$ cat src/rtl/thumb_fmt_pkg.sv
// Shared definitions for the Thumb decode queue.
// Holds the Thumb format codes (1..19, 0 = invalid), the BL half-word opcodes,
// the BL fusion FSM states and the packed layout of one queue entry.
package thumb_fmt_pkg;

  localparam logic [4:0] FMT_INVALID      = 5'd0;
  localparam logic [4:0] FMT_MOVE_SHIFTED = 5'd1;
  localparam logic [4:0] FMT_ADD_SUB      = 5'd2;
  localparam logic [4:0] FMT_IMM          = 5'd3;
  localparam logic [4:0] FMT_ALU          = 5'd4;
  localparam logic [4:0] FMT_HI_REG_BX    = 5'd5;
  localparam logic [4:0] FMT_PC_LOAD      = 5'd6;
  localparam logic [4:0] FMT_LS_REG       = 5'd7;
  localparam logic [4:0] FMT_LS_SIGN      = 5'd8;
  localparam logic [4:0] FMT_LS_IMM       = 5'd9;
  localparam logic [4:0] FMT_LS_HALF      = 5'd10;
  localparam logic [4:0] FMT_SP_LS        = 5'd11;
  localparam logic [4:0] FMT_LOAD_ADDR    = 5'd12;
  localparam logic [4:0] FMT_ADD_SP       = 5'd13;
  localparam logic [4:0] FMT_PUSH_POP     = 5'd14;
  localparam logic [4:0] FMT_MULTI_LS     = 5'd15;
  localparam logic [4:0] FMT_COND_BR      = 5'd16;
  localparam logic [4:0] FMT_SWI          = 5'd17;
  localparam logic [4:0] FMT_UNCOND_BR    = 5'd18;
  localparam logic [4:0] FMT_LONG_BL      = 5'd19;

  // insn[15:11] of the two BL halves
  localparam logic [4:0] BL_PREFIX = 5'b11110;
  localparam logic [4:0] BL_SUFFIX = 5'b11111;

  typedef enum logic {
    IDLE  = 1'b0,
    BL_HI = 1'b1
  } bl_state_e;

  typedef struct packed {
    logic [4:0]  sel;
    logic [15:0] insn;
    logic [10:0] prefix;
    logic        err;
  } q_entry_t;

endpackage

$ cat src/rtl/thumb_fmt_decode.sv
// Combinational Thumb format classifier.
// Ports:
//   i_insn  [15:0] Thumb halfword
//   o_sel   [4:0]  format number 1..19, 0 when the encoding is not recognised
//   o_undef        high when o_sel is 0
module thumb_fmt_decode
  import thumb_fmt_pkg::*;
(
  input  logic [15:0] i_insn,
  output logic [4:0]  o_sel,
  output logic        o_undef
);

  logic [4:0] w_sel;

  // Ordered by priority: format 2 is carved out of the 000xx space,
  // and SWI (cond=1111) out of the conditional-branch space.
  always_comb begin
    w_sel = FMT_INVALID;
    if (i_insn[15:11] == 5'b00011)                                w_sel = FMT_ADD_SUB;
    else if (i_insn[15:13] == 3'b000)                             w_sel = FMT_MOVE_SHIFTED;
    else if (i_insn[15:13] == 3'b001)                             w_sel = FMT_IMM;
    else if (i_insn[15:10] == 6'b010000)                          w_sel = FMT_ALU;
    else if (i_insn[15:10] == 6'b010001)                          w_sel = FMT_HI_REG_BX;
    else if (i_insn[15:11] == 5'b01001)                           w_sel = FMT_PC_LOAD;
    else if (i_insn[15:12] == 4'b0101 && !i_insn[9])              w_sel = FMT_LS_REG;
    else if (i_insn[15:12] == 4'b0101 && i_insn[9])               w_sel = FMT_LS_SIGN;
    else if (i_insn[15:13] == 3'b011)                             w_sel = FMT_LS_IMM;
    else if (i_insn[15:12] == 4'b1000)                            w_sel = FMT_LS_HALF;
    else if (i_insn[15:12] == 4'b1001)                            w_sel = FMT_SP_LS;
    else if (i_insn[15:12] == 4'b1010)                            w_sel = FMT_LOAD_ADDR;
    else if (i_insn[15:8] == 8'b10110000)                         w_sel = FMT_ADD_SP;
    else if (i_insn[15:12] == 4'b1011 && i_insn[10:9] == 2'b10)   w_sel = FMT_PUSH_POP;
    else if (i_insn[15:12] == 4'b1100)                            w_sel = FMT_MULTI_LS;
    else if (i_insn[15:8] == 8'b11011111)                         w_sel = FMT_SWI;
    else if (i_insn[15:12] == 4'b1101)                            w_sel = FMT_COND_BR;
    else if (i_insn[15:11] == 5'b11100)                           w_sel = FMT_UNCOND_BR;
    else if (i_insn[15:12] == 4'b1111)                            w_sel = FMT_LONG_BL;
  end

  assign o_sel   = w_sel;
  assign o_undef = (w_sel == FMT_INVALID);

endmodule

$ cat src/rtl/thumb_decode_queue.sv
// Decode-stage front end for the Thumb pipeline.
// Classifies incoming halfwords, optionally fuses BL prefix+suffix into one
// entry, and buffers the results in a DEPTH-entry FIFO feeding execute.
// Ports:
//   clk, rst (async, active-high), flush (sync, branch redirect)
//   in_valid/in_ready/in_insn          : instruction input handshake
//   out_valid/out_ready                : head entry handshake
//   out_sel/out_insn/out_prefix/out_err: head entry fields, zero when empty
module thumb_decode_queue
  import thumb_fmt_pkg::*;
#(
  parameter int unsigned SEL_W   = 6,
  parameter int unsigned DEPTH   = 4,
  parameter int unsigned FUSE_BL = 1
) (
  input  logic             clk,
  input  logic             rst,
  input  logic             flush,
  input  logic             in_valid,
  output logic             in_ready,
  input  logic [15:0]      in_insn,
  output logic             out_valid,
  input  logic             out_ready,
  output logic [SEL_W-1:0] out_sel,
  output logic [15:0]      out_insn,
  output logic [10:0]      out_prefix,
  output logic             out_err
);

  localparam int unsigned PTR_W = $clog2(DEPTH);
  localparam int unsigned CNT_W = $clog2(DEPTH + 1);
  localparam logic [CNT_W-1:0] FULL_CNT = CNT_W'(DEPTH);

  q_entry_t         r_mem [DEPTH];
  logic [PTR_W-1:0] r_head;
  logic [PTR_W-1:0] r_tail;
  logic [CNT_W-1:0] r_count;

  bl_state_e   r_state;
  bl_state_e   w_state_nxt;
  logic        r_orphan;
  logic        w_orphan_nxt;
  logic [10:0] r_latch;
  logic [10:0] w_latch_nxt;

  logic [4:0]  w_dec_sel;
  logic        w_dec_undef;
  logic        w_accept;
  logic        w_pop;
  logic        w_push;
  logic        w_is_prefix;
  logic        w_is_suffix;
  q_entry_t    w_entry;
  q_entry_t    w_head;

  thumb_fmt_decode u_fmt_decode (
    .i_insn  (in_insn),
    .o_sel   (w_dec_sel),
    .o_undef (w_dec_undef)
  );

  assign in_ready  = (r_count != FULL_CNT) && !flush;
  assign out_valid = (r_count != '0);
  assign w_accept  = in_valid && in_ready;
  assign w_pop     = out_valid && out_ready;

  // With fusion disabled, BL halves fall through the ordinary decode path
  // and come out as plain format-19 entries.
  assign w_is_prefix = (FUSE_BL != 0) && (in_insn[15:11] == BL_PREFIX);
  assign w_is_suffix = (FUSE_BL != 0) && (in_insn[15:11] == BL_SUFFIX);

  always_comb begin
    w_state_nxt  = r_state;
    w_orphan_nxt = r_orphan;
    w_latch_nxt  = r_latch;
    w_push       = 1'b0;
    w_entry      = '{sel: w_dec_sel, insn: in_insn, prefix: 11'd0, err: w_dec_undef};

    if (w_accept) begin
      unique case (r_state)
        IDLE: begin
          if (w_is_prefix) begin
            w_latch_nxt = in_insn[10:0];
            w_state_nxt = BL_HI;
          end else if (w_is_suffix) begin
            w_push      = 1'b1;
            w_entry.sel = FMT_LONG_BL;
            w_entry.err = 1'b1;
          end else begin
            w_push       = 1'b1;
            w_entry.err  = r_orphan | w_dec_undef;
            w_orphan_nxt = 1'b0;
          end
        end
        BL_HI: begin
          if (w_is_suffix) begin
            w_push         = 1'b1;
            w_entry.sel    = FMT_LONG_BL;
            w_entry.prefix = r_latch;
            w_entry.err    = 1'b0;
            w_state_nxt    = IDLE;
          end else if (w_is_prefix) begin
            // A second prefix supersedes the first; the lost one is remembered.
            w_latch_nxt  = in_insn[10:0];
            w_orphan_nxt = 1'b1;
          end else begin
            // Dropped prefix is reported on this entry, so the flag is consumed here.
            w_push       = 1'b1;
            w_entry.err  = 1'b1;
            w_latch_nxt  = 11'd0;
            w_orphan_nxt = 1'b0;
            w_state_nxt  = IDLE;
          end
        end
        default: w_state_nxt = IDLE;
      endcase
    end

    if (flush) begin
      w_state_nxt  = IDLE;
      w_orphan_nxt = 1'b0;
      w_latch_nxt  = 11'd0;
      w_push       = 1'b0;
    end
  end

  always_ff @(posedge clk or posedge rst) begin
    if (rst) begin
      r_state  <= IDLE;
      r_orphan <= 1'b0;
      r_latch  <= 11'd0;
    end else begin
      r_state  <= w_state_nxt;
      r_orphan <= w_orphan_nxt;
      r_latch  <= w_latch_nxt;
    end
  end

  always_ff @(posedge clk or posedge rst) begin
    if (rst) begin
      r_head  <= '0;
      r_tail  <= '0;
      r_count <= '0;
    end else if (flush) begin
      r_head  <= '0;
      r_tail  <= '0;
      r_count <= '0;
    end else begin
      if (w_push) r_tail <= r_tail + 1'b1;
      if (w_pop)  r_head <= r_head + 1'b1;
      unique case ({w_push, w_pop})
        2'b10:   r_count <= r_count + 1'b1;
        2'b01:   r_count <= r_count - 1'b1;
        default: r_count <= r_count;
      endcase
    end
  end

  // Storage needs no reset: outputs are masked while the queue is empty.
  always_ff @(posedge clk) begin
    if (w_push) r_mem[r_tail] <= w_entry;
  end

  assign w_head     = r_mem[r_head];
  assign out_sel    = out_valid ? SEL_W'(w_head.sel) : '0;
  assign out_insn   = out_valid ? w_head.insn        : 16'd0;
  assign out_prefix = out_valid ? w_head.prefix      : 11'd0;
  assign out_err    = out_valid ? w_head.err         : 1'b0;

endmodule

$ cat config.mk
export PLATFORM = sky130hd
export DESIGN_NAME = thumb_decode_queue
export DESIGN_NICKNAME = d
export VERILOG_FILES = /design/src/rtl/thumb_fmt_pkg.sv /design/src/rtl/thumb_fmt_decode.sv /design/src/rtl/thumb_decode_queue.sv
export SDC_FILE = /design/constraint.sdc
export NUM_CORES = 1
export LEC_CHECK = 0
export CORE_MARGIN = 4
export CORE_UTILIZATION = 25
export CTS_BUF_LIST = sky130_fd_sc_hd__clkbuf_4
export DETAILED_ROUTE_END_ITERATION = 16
export GPL_TIMING_DRIVEN = 0
export PLACE_DENSITY = 0.4
export SYNTH_ARGS = -nofsm -noshare
export SYNTH_HDL_FRONTEND = slang
export SYNTH_SLANG_ARGS = --single-unit
$ cat constraint.sdc
create_clock -name clk -period 3.15 [get_ports clk]
set_input_delay 0.945 -clock clk [delete_from_list [all_inputs] [get_ports clk]]
set_output_delay 0.945 -clock clk [all_outputs]
set_load 0.005 [all_outputs]
== Yosys cells after proc, flatten, opt, wreduce, memory -nomap -nowiden ==
Memory sizes are Yosys's and may differ from the RTL's.
Cells that the tools add are included.

* Memory bits (read-only): 0
* Latch bits: 0
* RAM bits: 132
* Memories: 1
* Register bits after elaboration: 20
* Output and inout port bits: 36

* Multiplexer cells: 65
* Bitwise logic cells: 2
* Div/mod/pow operators: 0
* Order comparisons: 0
* Shift-type cells: 0
* Eq/ne operators: 27
* Add/sub/neg operators: 4
* Multiply operators: 0
* Reduce and logical (&&, ||, !) cells: 17

{| class="wikitable"
|+ Memory list
! name !! depth !! width !! rd ports !! clocked after Yosys merged registers in !! write ports !! line !! text
|-
| r_mem || 4 || 33 || 1 || 0 || 1 || thumb_decode_queue.sv:34 || <nowiki>q_entry_t r_mem [DEPTH];</nowiki>
|}

{| class="wikitable"
|+ Operators by type and width
! kind !! count
|-
| 2-to-1 mux 5 bit || 23
|-
| 2-to-1 mux 11 bit || 8
|-
| == test 4 bit (second input constant) || 7
|-
| one-hot mux 11 bit (2 select lines) || 1
|-
| 2-to-1 mux 1 bit || 20
|-
| == test 8 bit (second input constant) || 2
|-
| 2-to-1 mux 16 bit || 1
|-
| == test 5 bit (second input constant) || 3
|-
| != test 3 bit (second input constant) || 5
|-
| == test 6 x 5 -> 1 bit (second input constant) || 2
|-
| 2-to-1 mux 12 bit || 1
|-
| one-hot mux 5 bit (2 select lines) || 1
|-
| 2-to-1 mux 2 bit || 4
|-
| one-hot mux 1 bit (2 select lines) || 4
|-
| logical AND 1 bit || 6
|-
| one-hot mux 3 bit (2 select lines) || 1
|-
| nonzero test 2 bit || 3
|-
| nonzero test 3 bit || 2
|-
| == test 5 x 2 -> 1 bit (second input constant) || 1
|-
| == test 5 x 4 -> 1 bit (second input constant) || 1
|-
| logical NOT 5 bit || 1
|-
| adder 2 x 1 -> 2 bit (second input constant) || 2
|-
| == test 2 bit (second input constant) || 2
|-
| == test 4 x 3 -> 1 bit (second input constant) || 1
|-
| 12 further kinds || 13
|}

== Depth between registers and ports, before layout ==
* Word-level depth: 26
* Gate-level depth with buffers: 8
* Depth with buffers taken out: 7

== By module ==
A second synthesis with hierarchy kept.

* Cells, all modules: 372
* Area, all modules: 6471.2 um^2

{| class="wikitable"
|+ By module, submodules not included
! module !! sequential area each (um^2) !! times used !! area each (um^2) !! cells an instance
|-
| thumb_decode_queue || 4464.3 || 1 || 6164.7 || 325
|-
| thumb_fmt_decode || 0.0 || 1 || 306.5 || 47
|}

== Least setup slack after synthesis ==
OpenSTA, ideal clock, no wires.

* Kind: input to register
* Start: input port in_insn[13]
* End: memory r_mem[1][0] (netlist bit) (enable)
* Required time: 2757 ps
* Cell stages on the path: 4
* Arrival time: 2767 ps
* Library setup time: 393 ps
* Slack: -10 ps
* Cell sequence: clkbuf_1 and4_4 a2111oi_4 and2_1

* Longest elaborated chain between the ends: 8
* Elaborated cells on any way between the ends: 9
* Classes of those cells: 2 x eq/ne; 7 x mux

{| class="wikitable"
|+ RTL lines
! element !! line !! text
|-
| start, declared || thumb_decode_queue.sv:21 || <nowiki>input logic [15:0] in_insn,</nowiki>
|-
| == test 5 bit || thumb_decode_queue.sv:69 || <nowiki>assign w_is_prefix = (FUSE_BL != 0) && (in_insn[15:11] == BL_PREFIX);</nowiki>
|-
| 2-to-1 mux 1 bit || thumb_decode_queue.sv:82, thumb_decode_queue.sv:102 ||
|-
| 2-to-1 mux 1 bit || thumb_decode_queue.sv:96 || <nowiki>if (w_is_suffix) begin</nowiki>
|-
| one-hot mux 1 bit (2 select lines) * || thumb_decode_queue.sv:80 || <nowiki>unique case (r_state)</nowiki>
|-
| 2-to-1 mux 1 bit * || thumb_decode_queue.sv:79 || <nowiki>if (w_accept) begin</nowiki>
|-
| 2-to-1 mux 1 bit * || thumb_decode_queue.sv:119 || <nowiki>if (flush) begin</nowiki>
|-
| 2-to-1 mux 1 bit * || thumb_decode_queue.sv:161 || <nowiki>if (w_push) r_mem[r_tail] <= w_entry;</nowiki>
|-
| 2-to-1 mux 1 bit (not written as such) * || thumb_decode_queue.sv:161 ||
|-
| end, declared || thumb_decode_queue.sv:34 ||
|}

Mark *: on every way between the ends. The rest lies on a longest branch, timed or not.

== Worst setup path in the final report ==
* Start: register r_head[0]
* End: output port out_insn[11]

* Longest elaborated chain between the ends: 2

{| class="wikitable"
|+ RTL lines
! element !! line !! text
|-
| start, declared || thumb_decode_queue.sv:35 || <nowiki>logic [PTR_W-1:0] r_head;</nowiki>
|-
| start signal, assigned || thumb_decode_queue.sv:150 || <nowiki>if (w_pop) r_head <= r_head + 1'b1;</nowiki>
|-
| memory (4 x 33 bit) || -- ||
|-
| 2-to-1 mux 16 bit || thumb_decode_queue.sv:166 || <nowiki>assign out_insn = out_valid ? w_head.insn : 16'd0;</nowiki>
|-
| end, declared || thumb_decode_queue.sv:25 || <nowiki>output logic [15:0] out_insn,</nowiki>
|}

No other way between the ends.

==> impl_results.md <==
- Status: finished clean
- Power share of the combinational group: a little under a third
- Initial DRC count: 220
- Vias in the first global route: just under 4000
- Initial Util: roughly 26%
- Clock Pin Slew Worst Setup and Hold Paths: 130 ps
- Max Used Layer: met4
- DRC violations left: 0
- IO Pins: 57
- Row Count: 58
- Ys flop type: edfxtp_1
- Max-slew violations: 0
- Rel. slew slack: about two fifths
- Net Sw Frac: between 20% and 30%
- Mean area per synthesized cell: approximately 17 um2
- Leak Pwr: roughly 2.9 nW
- Clock Skews: 15.95 ps
- Nets: ~500
- Post-route ant nets: 0
- Drt wl/cell: 18.45 um
- Initial antenna violation count: 1
- Max Clk Rate: between 300 and 400 MHz
- Met3 wire length: between 400 and 500 um
- Clock sinks: about 150
- Worst-path fanout max: 4
- First-pass GRT wire length: 23.10 mm
- Period utilization: about 98%
- DIE AREA: roughly 29000 um2
- Final core occ: a little under a third
- TritonCTS Buffers: 17
- Distinct cells, synth: 52
- Worst-skew pair later-pin latency: between 500 and 600 ps
- Port bufs: between 50 and 60
- Hold Path Class: reg -> reg
- DRT Pass-1 Iters: 4
- Routed vias: between 3000 and 4000
- Max Cap Viol: 0
- Post-Layout Cell Count: between 800 and 900
- Core ar.: roughly 25000 um2
- Share of cells above drive strength 1: a little over a third
- Layout overhead on the synthesized area: 24.71%
- Worst Setup SP: r_head[0]
- Gr usage total: around 11%
- Final hold vios: 0
- Crit-path slowest cell: dfrtp_2
- TritonCTS clock tree: yes
- Seq pwr share: between 40% and 50%
- WL met2: approximately 7.6 mm
- Die X: between 150 and 200 um
- CP Data Required Time: between 2000 and 2500 ps
- Vias per cell: between 4 and 5
- Routed wire length: about 15 mm
- Placed Cells: ~760
- Post-synth EDFFs: 132
- Crit path cell chain: buf_12 > buf_12 > buf_8 > buf_8 > mux4_2 > and2_4 > buf_6
- Setup CP Type: reg -> out
- Synthesized net count: 405
- Largest net degree at the start of global routing: 34
- CTS Hold Buffers Added: 0
- Int Pwr: ~0.0040 W
- PD cells: 690.9 nW/um2
- CP Capture Type: output pin
- Worst r2r src: r_count[2]
- Gpl congestion: around 0.76
- VDD IR max: between 0.2 and 0.25 mV
- Sw Pwr: roughly 0.0016 W
- Wire length on met1: ~6.7 mm
- Worst Tran Pin Value: 880.9 ps
- Clock power frac: 26.5%
- Async SR Flop Fraction: a little over an eighth
- FILL cells: between 2000 and 2500
- Worst EP arrival: around 2200 ps
- Synth Register Bits: 152
- GR Overflow Total: 0
- Die H: 169.0 um
- Worst-case clock buffer depth: 2
- RSZ-0062 raised after global routing: yes
- Startpoint types: flip-flop
- Syn. warnings: 0
- Tmin final: 3093 ps
- Worst Min Path Start: r_latch[3]
- Detail Placement HPWL: ~9.3 mm
- Crit-path max cell delay: approximately 460 ps
- Synthesized area: 6477 um2
- Endpoints failing setup: 0
- CTS H-tree depth: 4
- CTS root buf: clkbuf_4
- Cells after synthesis: approximately 380
- Sequential-to-total area share from yosys stat: between 60% and 70%
## final timing paths
kind                       cells past startpoint            to  slack [ps]
setup / recovery                               7  out_insn[11]          60
hold / removal                                 1    r_latch[3]         520
setup reg to reg                               5   r_mem[0][1]         680
hold reg to reg                                1    r_latch[3]         520
max in group asynchronous                      2     r_head[1]        1660
min in group asynchronous                      2    r_count[2]         870
## registers in the layout (all words and copies together), names as in the netlist
register / count
r_mem: 132
r_latch: 11
r_count: 3
r_head: 2
r_tail: 2
r_orphan: 1
r_state: 1
## layer usage
| layer | vias up | GRT usage [%] |
|---|---|---|
| li1 | 1664 | - |
| met1 | 1844 | 13.91 |
| met2 | 64 | 18.17 |
| met3 | 20 | 2.149 |
| met4 | 0 | 4.517 |
| met5 | - | 0 |
## critical path, delay by kind of cell, from the launching register on
family | cells | cell delay [ps]
buf+inv | 5 | 600
flops | 1 | 460
mux | 1 | 400
simple gates | 1 | 150
## layout by cell type (no fill, tap or decap), drive strengths merged, types with 2 or more instances in the layout
| cell | count |
|---|---|
| a211oi | 3 |
| a21oi | 6 |
| a22o | 11 |
| a31o | 2 |
| a31oi | 2 |
| and2 | 54 |
| and4 | 2 |
| buf | 45 |
| bufinv | 5 |
| clkbuf | 49 |
| clkdlybuf4s50 | 21 |
| clkinv | 2 |
| dfrtp | 20 |
| dlygate4sd2 | 2 |
| edfxtp | 132 |
| ha | 4 |
| inv | 15 |
| mux2 | 3 |
| mux2i | 4 |
| mux4 | 33 |
| nand2b | 7 |
| nand4 | 3 |
| nor2 | 17 |
| nor2b | 3 |
| nor3 | 2 |
| o211ai | 2 |
| o21ai | 8 |
| o221ai | 2 |
| o31ai | 4 |
| xor2 | 3 |
## per-stage QoR
step / cell area [um2] / total power [W] / setup TNS [ps] / worst slack (ps) / hold slack (ps)
floorplan: 6482 / 0.003134 / 0 / 103.0 / 464.3
global placement: 7436 / 0.003985 / -140360 / -950.9 / 483.6
detailed placement: 7436 / 0.003983 / -139360 / -943.2 / 483.3
CTS: 8198 / 0.005710 / -1440 / -194.6 / 518.2
global route: 8078 / 0.005906 / -210.7 / -57.75 / 524.4
finish: 8078 / 0.005581 / 0 / 57.42 / 515.5
## synth_stat cells, types with 2 or more instances
master	number	area, um2
o21ai_1	4	20.02
ha_1	4	50.05
xor2_1	2	17.52
a31o_1	2	17.52
nor2_1	17	63.81
o221ai_1	2	17.52
a21oi_1	6	30.03
o31ai_1	3	22.52
edfxtp_1	132	3964
nand4_1	3	18.77
clkbuf_1	20	75.07
nor3_1	2	10.01
mux2_1	2	22.52
and2_1	54	337.8
a211oi_1	3	22.52
nor2b_1	3	18.77
dfrtp_1	20	500.5
inv_1	6	22.52
a31oi_1	2	12.51
mux4_2	33	743.2
nand2b_1	7	43.79
mux2i_1	4	40.04
buf_2	4	20.02
o211ai_1	2	15.01
o21ai_0	4	20.02
inv_2	2	7.510
a22o_1	11	96.34
## timing repair
action / in CTS / in global routing
pin swaps: 15 / 6
gates cloned: 3 / 0
endpoints found under the setup margin: 168 / 89
gates resized for setup: 146 / 41
buffers inserted: 24 / 3
## cell families (layout without fill, tap and decap cells)
| family | count (synthesis) | after routing | synth area share (%) |
|---|---|---|---|
| mux | 40 | 40 | 12.61 |
| compound gates | 45 | 45 | 5.409 |
| other cells | 1 | 2 | 0.05789 |
| simple gates | 98 | 98 | 9.040 |
| buf+inv | 34 | 141 | 2.221 |
| flops | 152 | 152 | 68.92 |
| xor+xnor | 4 | 4 | 0.6569 |
| fa+ha+maj | 5 | 5 | 1.082 |
## power groups by stage
stage | Sequential, W | Combinational, W | Clock, W
5_1_grt | 0.00235 | 0.00194 | 0.00161
3_3_place_gp | 0.00239 | 0.00160 | 0
4_1_cts | 0.00235 | 0.00183 | 0.00152
2_1_floorplan | 0.00237 | 0.000760 | 0
6_report | 0.00234 | 0.00176 | 0.00148
3_5_place_dp | 0.00239 | 0.00159 | 0
## final cells by class
| cell class | instances | area [um2] | share of cell area [%] |
|---|---|---|---|
| clock inverter | 15 | 237.7 | 2.943 |
| timing repair buffer | 78 | 695.7 | 8.612 |
| inverter | 8 | 30.03 | 0.3717 |
| antenna | 1 | 2.502 | 0.03098 |
| buffer | 23 | 172.7 | 2.138 |
| clock buffer | 17 | 127.6 | 1.580 |
| tap | 330 | 412.9 | 5.112 |
| multi-input combinational | 193 | 1929 | 23.88 |
| sequential | 152 | 4469 | 55.33 |
Note: power is estimated with default switching activity, not from simulation.
